===== config.mk =====
export PLATFORM = sky130hd
export DESIGN_NAME = ram8
export DESIGN_NICKNAME = d
export VERILOG_FILES = /design/src/rtl/ram8.sv
export SDC_FILE = /design/constraint.sdc
export NUM_CORES = 1
export LEC_CHECK = 0
export ABC_CLOCK_PERIOD_IN_PS = 2650
export CAP_MARGIN = 0
export CORE_MARGIN = 2
export CORE_UTILIZATION = 37
export DETAILED_ROUTE_END_ITERATION = 10
export GPL_TIMING_DRIVEN = 1
export HOLD_SLACK_MARGIN = 0.03
export SETUP_SLACK_MARGIN = 0.5
export SYNTH_ARGS = -nofsm -noshare
export SYNTH_HDL_FRONTEND = slang
export SYNTH_SLANG_ARGS = --single-unit

===== constraint.sdc =====
create_clock -name clk -period 2.65 [get_ports clk]
set_input_delay 0.3975 -clock clk [delete_from_list [all_inputs] [get_ports clk]]
set_output_delay 0.3975 -clock clk [all_outputs]
set_load 0.005 [all_outputs]

===== src/rtl/ram8.sv =====
// ram8: 8 x 16-bit Hack RAM leaf.
// dmux tree steers load to one register; an 8-way mux drives out.
module dmux (
  input  logic in,
  input  logic sel,
  output logic a,
  output logic b
);
  assign a = in & ~sel;
  assign b = in & sel;
endmodule

module dmux4way (
  input  logic       in,
  input  logic [1:0] sel,
  output logic [3:0] out
);
  logic lo;
  logic hi;

  dmux u_top (
    .in (in),
    .sel(sel[1]),
    .a  (lo),
    .b  (hi)
  );

  dmux u_lo (
    .in (lo),
    .sel(sel[0]),
    .a  (out[0]),
    .b  (out[1])
  );

  dmux u_hi (
    .in (hi),
    .sel(sel[0]),
    .a  (out[2]),
    .b  (out[3])
  );
endmodule

module ram8 (
  input  logic        clk,
  input  logic        reset,
  input  logic [15:0] in,
  input  logic        load,
  input  logic [2:0]  address,
  output logic [15:0] out
);
  logic [1:0]  half;
  logic [7:0]  en;
  logic [15:0] r [8];

  dmux u_half (
    .in (load),
    .sel(address[2]),
    .a  (half[0]),
    .b  (half[1])
  );

  dmux4way u_lo (
    .in (half[0]),
    .sel(address[1:0]),
    .out(en[3:0])
  );

  dmux4way u_hi (
    .in (half[1]),
    .sel(address[1:0]),
    .out(en[7:4])
  );

  // Reset wins over any write enable in the same cycle.
  always_ff @(posedge clk) begin
    for (int i = 0; i < 8; i++) begin
      if (reset)
        r[i] <= '0;
      else if (en[i])
        r[i] <= in;
    end
  end

  always_comb begin
    out = '0;
    unique case (address)
      3'd0: out = r[0];
      3'd1: out = r[1];
      3'd2: out = r[2];
      3'd3: out = r[3];
      3'd4: out = r[4];
      3'd5: out = r[5];
      3'd6: out = r[6];
      3'd7: out = r[7];
      default: out = '0;
    endcase
  end
endmodule


# == Yosys cells after proc, flatten, opt, wreduce, memory -nomap -nowiden ==
# Memory sizes are Yosys's and may differ from the RTL's.
# Cells that the tools add are included.
# word_totals
register_bits,0
mem_bits_rw,128
in_bits,22
output_inout_bits,16
mem_count,1
# memory_table
name,words,width,rd,rd_ports_with_merged_regs,write_ports,line_no,rtl
r,8,16,8,0,8,53,logic [15:0] r [8];
# classes
eq_ne,7
n_mux,35
bitwise,25
n_reduce_logical,1
# op_table
operator,n
2-to-1 mux 16 bit,8
case mux 16 bit (8 select lines),1
2-to-1 mux 1 bit,26
AND 1 bit,14
== test 3 bit (second input constant),4
bitwise OR 1 bit,8
== test 3 x 2 -> 1 bit (second input constant),2
== test 3 x 1 -> 1 bit (second input constant),1
zero test 3 bit,1
NOT 1 bit,3

# == Depth between registers and ports, before layout ==
# logic_depth
word_depth,8
ltp_mapped,6
ltp_nobuf,3

# == Modules after synthesis ==
# A second synthesis with hierarchy kept.
# unflattened
cells_unflattened,431
hier_area_um2,6007.0
# by_module_without_submodules
module,instances,cells_each,area_each_um2
ram8,1,417,5893.2
dmux,7,2,16.3

# == Worst setup path before layout ==
# No wires, ideal clock.
# synth_path
path_type,input to register
from,input port address[2]
to,"memory r[5][0], in the netlist r[1][16], enable pin"
setup_ps,392
t_arrival_ps,1868
slack_ps,389
stages,5
cell_sequence,buf_2 buf_2 buf_2 nand2_1 o21bai_1
# synth_lines
element,line_no,rtl
"start, declared",48,"input logic [2:0] address,"
"end, declared",53,

# == Final worst setup path ==
# layout_path
from,input port address[1]
to,output port out[11]
# layout_between
elab_chain_cells,2
elab_cells_between_ends,9
cone_classes,7 x eq/ne; 1 x mux; 1 x reduce/logical
# layout_lines
element,line_no,rtl
== test 3 bit (tied with other cells),86,unique case (address)
case mux 16 bit (8 select lines) (*),86,
"end, declared",49,output logic [15:0] out
# Every way passes the cells marked *; elsewhere a longest branch is shown, timed or not.

==> qor.yml <==
floorplan:
  dieHeight_um: 131
  rows: 46
  fp.coreArea_sq_um: 15800
  die_w_um: 131
  initial_core_util_pct: 37.7
  io-pin-count: 38
  die_area_sq_um: 17100
placement:
  dpl.hpwl_mm: 9.33
  place_congestion: 0.770
  portBuffers: 37
  placed_cells: 683
power:
  p_comb_share_pct: 10.4
  p_seq_share_pct: 47.1
  power_density_nw_per_um2: 662
  power.switching_mw: 1.12
  finalPower_mw: 5.10
  p_clk_share_pct: 42.4
  swShare_pct: 21.9
  intPower_mw: 3.98
  p_leak_nw: 2.93
  vdd_drop_max_v: 0.000388
cts:
  cts_buffers: 17
  clock_tree.buffer_depth: 2
  h-tree-depth: 4
  clock-sinks: 128
  cts_tree: "built"
  clk_pin_slew_ns: 0.05
  clockRootBuffer: "clkbuf_16"
  ctsHoldBuffers: 0
layout:
  fin_util_pct: 48.8
  multiInputGateArea_sq_um: 2150
  final-seq-area_sq_um: 3840
  final_cell_mix: "and2_1, edfxtp_1, mux2i_1"
  top_register: "r"
  largest_register_ff_count: 128
  n_fill_cell: 1381
  drive_gt1_share_pct: 22.5
  n_antenna_cell: 0
  syn_to_final_growth_pct: 29.7
  fin_nets: 517
  fin_cells: 723
  reg_top3: "r (128)"
critical_path:
  cp_max_fo: 9
  max_stage_delay_ns: 0.35
  crit_end: "out[11]"
  critical_path_arrival_ns: 1.71
  required_ns: 2.25
  path_cells: "buf_4 > buf_12 > buf_12 > buf_4 > mux2i_2 > a211oi_2 > o32a_1 > clkbuf_2"
  cp_slowest_cell: "o32a_1"
  start_kind: "input port"
  critPathCaptureType: "output pin"
  startpoint: "address[1]"
  path_class: "in -> out"
timing:
  fin_setup_tns_ns: 0
  hold_violations: 0
  max_slew_margin_pct: 50.3
  timing.hold.ws_ns: 0.689
  min_period_ns: 2.11
  fin_crit_sh_pct: 79.6
  worstMarginPinSlew_ns: 0.745
  setup_viol: 0
  rsz0062_at_grt: "no"
  timing.fmax_mhz: 474
  slew_violations: 0
synth:
  ys_types: 27
  avgSynthCellArea_sq_um: 14.0
  synth.cell_area_sq_um: 5940
  syn_inst: 425
  syn_nets: 447
  yosys_warnings: 0
  ys_ff_latch: 128
  yosysSeqAreaShare_pct: 64.7
detailed_routing:
  drc_errors: 0
  avgRoutedWirePerCell_um: 21.3
  routed_wl_mm: 15.4
  ant_nets: 0
  avgViaCountPerCell: 5.20
  firstDrtPassIters: 4
  dr.first_iter.drc_count: 228
  vias: 3763
grt:
  grt_max_degree: 21
  first_global_vias: 4062
  grt_use_total_pct: 19.3
  grt_pass1_wl_mm: 23.3
  overflow: 0
  antenna_found_initial: 0
status:
  status: "completed"
run:
  maxCapViolations: 0
min_path:
  hold_class: "in -> reg"
  hold_depth: 4
## logic make-up (layout without fill, tap and decap cells)
logic type | after synthesis | after routing | synth area share [%]
AO/OA/AOI/OAI | 57 | 57 | 7.29
flip-flops | 128 | 128 | 64.7
buffers and inverters | 28 | 110 | 2.23
multiplexers | 47 | 47 | 7.94
AND/OR/NAND/NOR | 165 | 165 | 17.8
## routing by layer
layer  track usage (%)  up-vias  part of all wire [%]  wire [um]
li1                  -     1724                     -          -
met4              8.51        0                   2.4        374
met3              4.80       32                   5.5        839
met2              31.7      103                    51       7880
met1              24.4     1904                    41       6290
met5                 0        -                     0          0
## metrics by stage
step	area, sq um	worst slack [ns]
after floorplan	5940	0.389
after global placement	6800	-0.162
after detailed placement	6800	-0.207
after CTS	7600	0.372
after global routing	7700	0.516
final	7700	0.541
## power by group through the flow
| stage | Combinational [mW] | Clock (mW) | Sequential (mW) |
|---|---|---|---|
| after floorplan | 0.230 | 0 | 2.43 |
| after global placement | 0.477 | 0 | 2.44 |
| after detailed placement | 0.479 | 0 | 2.44 |
| after CTS | 0.525 | 2.18 | 2.40 |
| after global routing | 0.569 | 2.27 | 2.42 |
| final | 0.532 | 2.16 | 2.40 |
## worst max-delay path: cells and delay by family
family	cells	cell delay (ns)
AOI/OAI and AO/OA	2	0.44
buffers and inverters	5	0.66
muxes	1	0.20
## synthesized netlist by cell type
cell type,number,area [sq um]
or3b_4,1,11.3
nor2_1,6,22.5
inv_1,1,3.75
edfxtp_1,128,3840
nand2_1,5,18.8
a21oi_1,1,5.00
a31o_2,2,17.5
nand3b_1,1,7.51
a211oi_1,15,113
o32a_1,1,10.0
o22ai_1,15,93.8
and3_1,1,6.26
o21bai_1,6,45.0
mux2_2,1,11.3
a22o_1,1,8.76
nor3_2,1,10.0
a221oi_1,1,8.76
buf_2,13,65.1
o22a_1,15,131
buf_4,3,22.5
and2_1,128,801
nor3_4,1,16.3
mux2i_1,46,460
clkbuf_1,11,41.3
nor3b_1,14,105
nor2_4,3,33.8
nand2b_1,4,25.0
## how the worst min path moves through the flow
stage,startpoint,endpoint,slack [ns]
CTS,address[2],r[1][59],0.67
floorplan,in[0],r[0][0],0.60
global route,address[2],r[1][59],0.68
detailed placement,address[2],r[1][59],1.22
finish,address[2],r[1][59],0.69
global placement,address[2],r[1][59],1.22
## layout make-up
type | instances | share of cell area, %
flip-flops and latches | 128 | 49.9
clock buffers | 22 | 5.77
clock inverters | 9 | 1.20
repair buffers | 78 | 11.6
multi-input cells | 269 | 27.9
well taps | 216 | 3.51
inverters | 1 | 0.0487
## repair_timing
action	CTS	global route
gates cloned	3	1
setup endpoints to repair	48	24
gates resized for setup	54	20
pin swaps	12	9
buffers inserted	5	0
No activity file was read; power rests on OpenSTA's default activity.
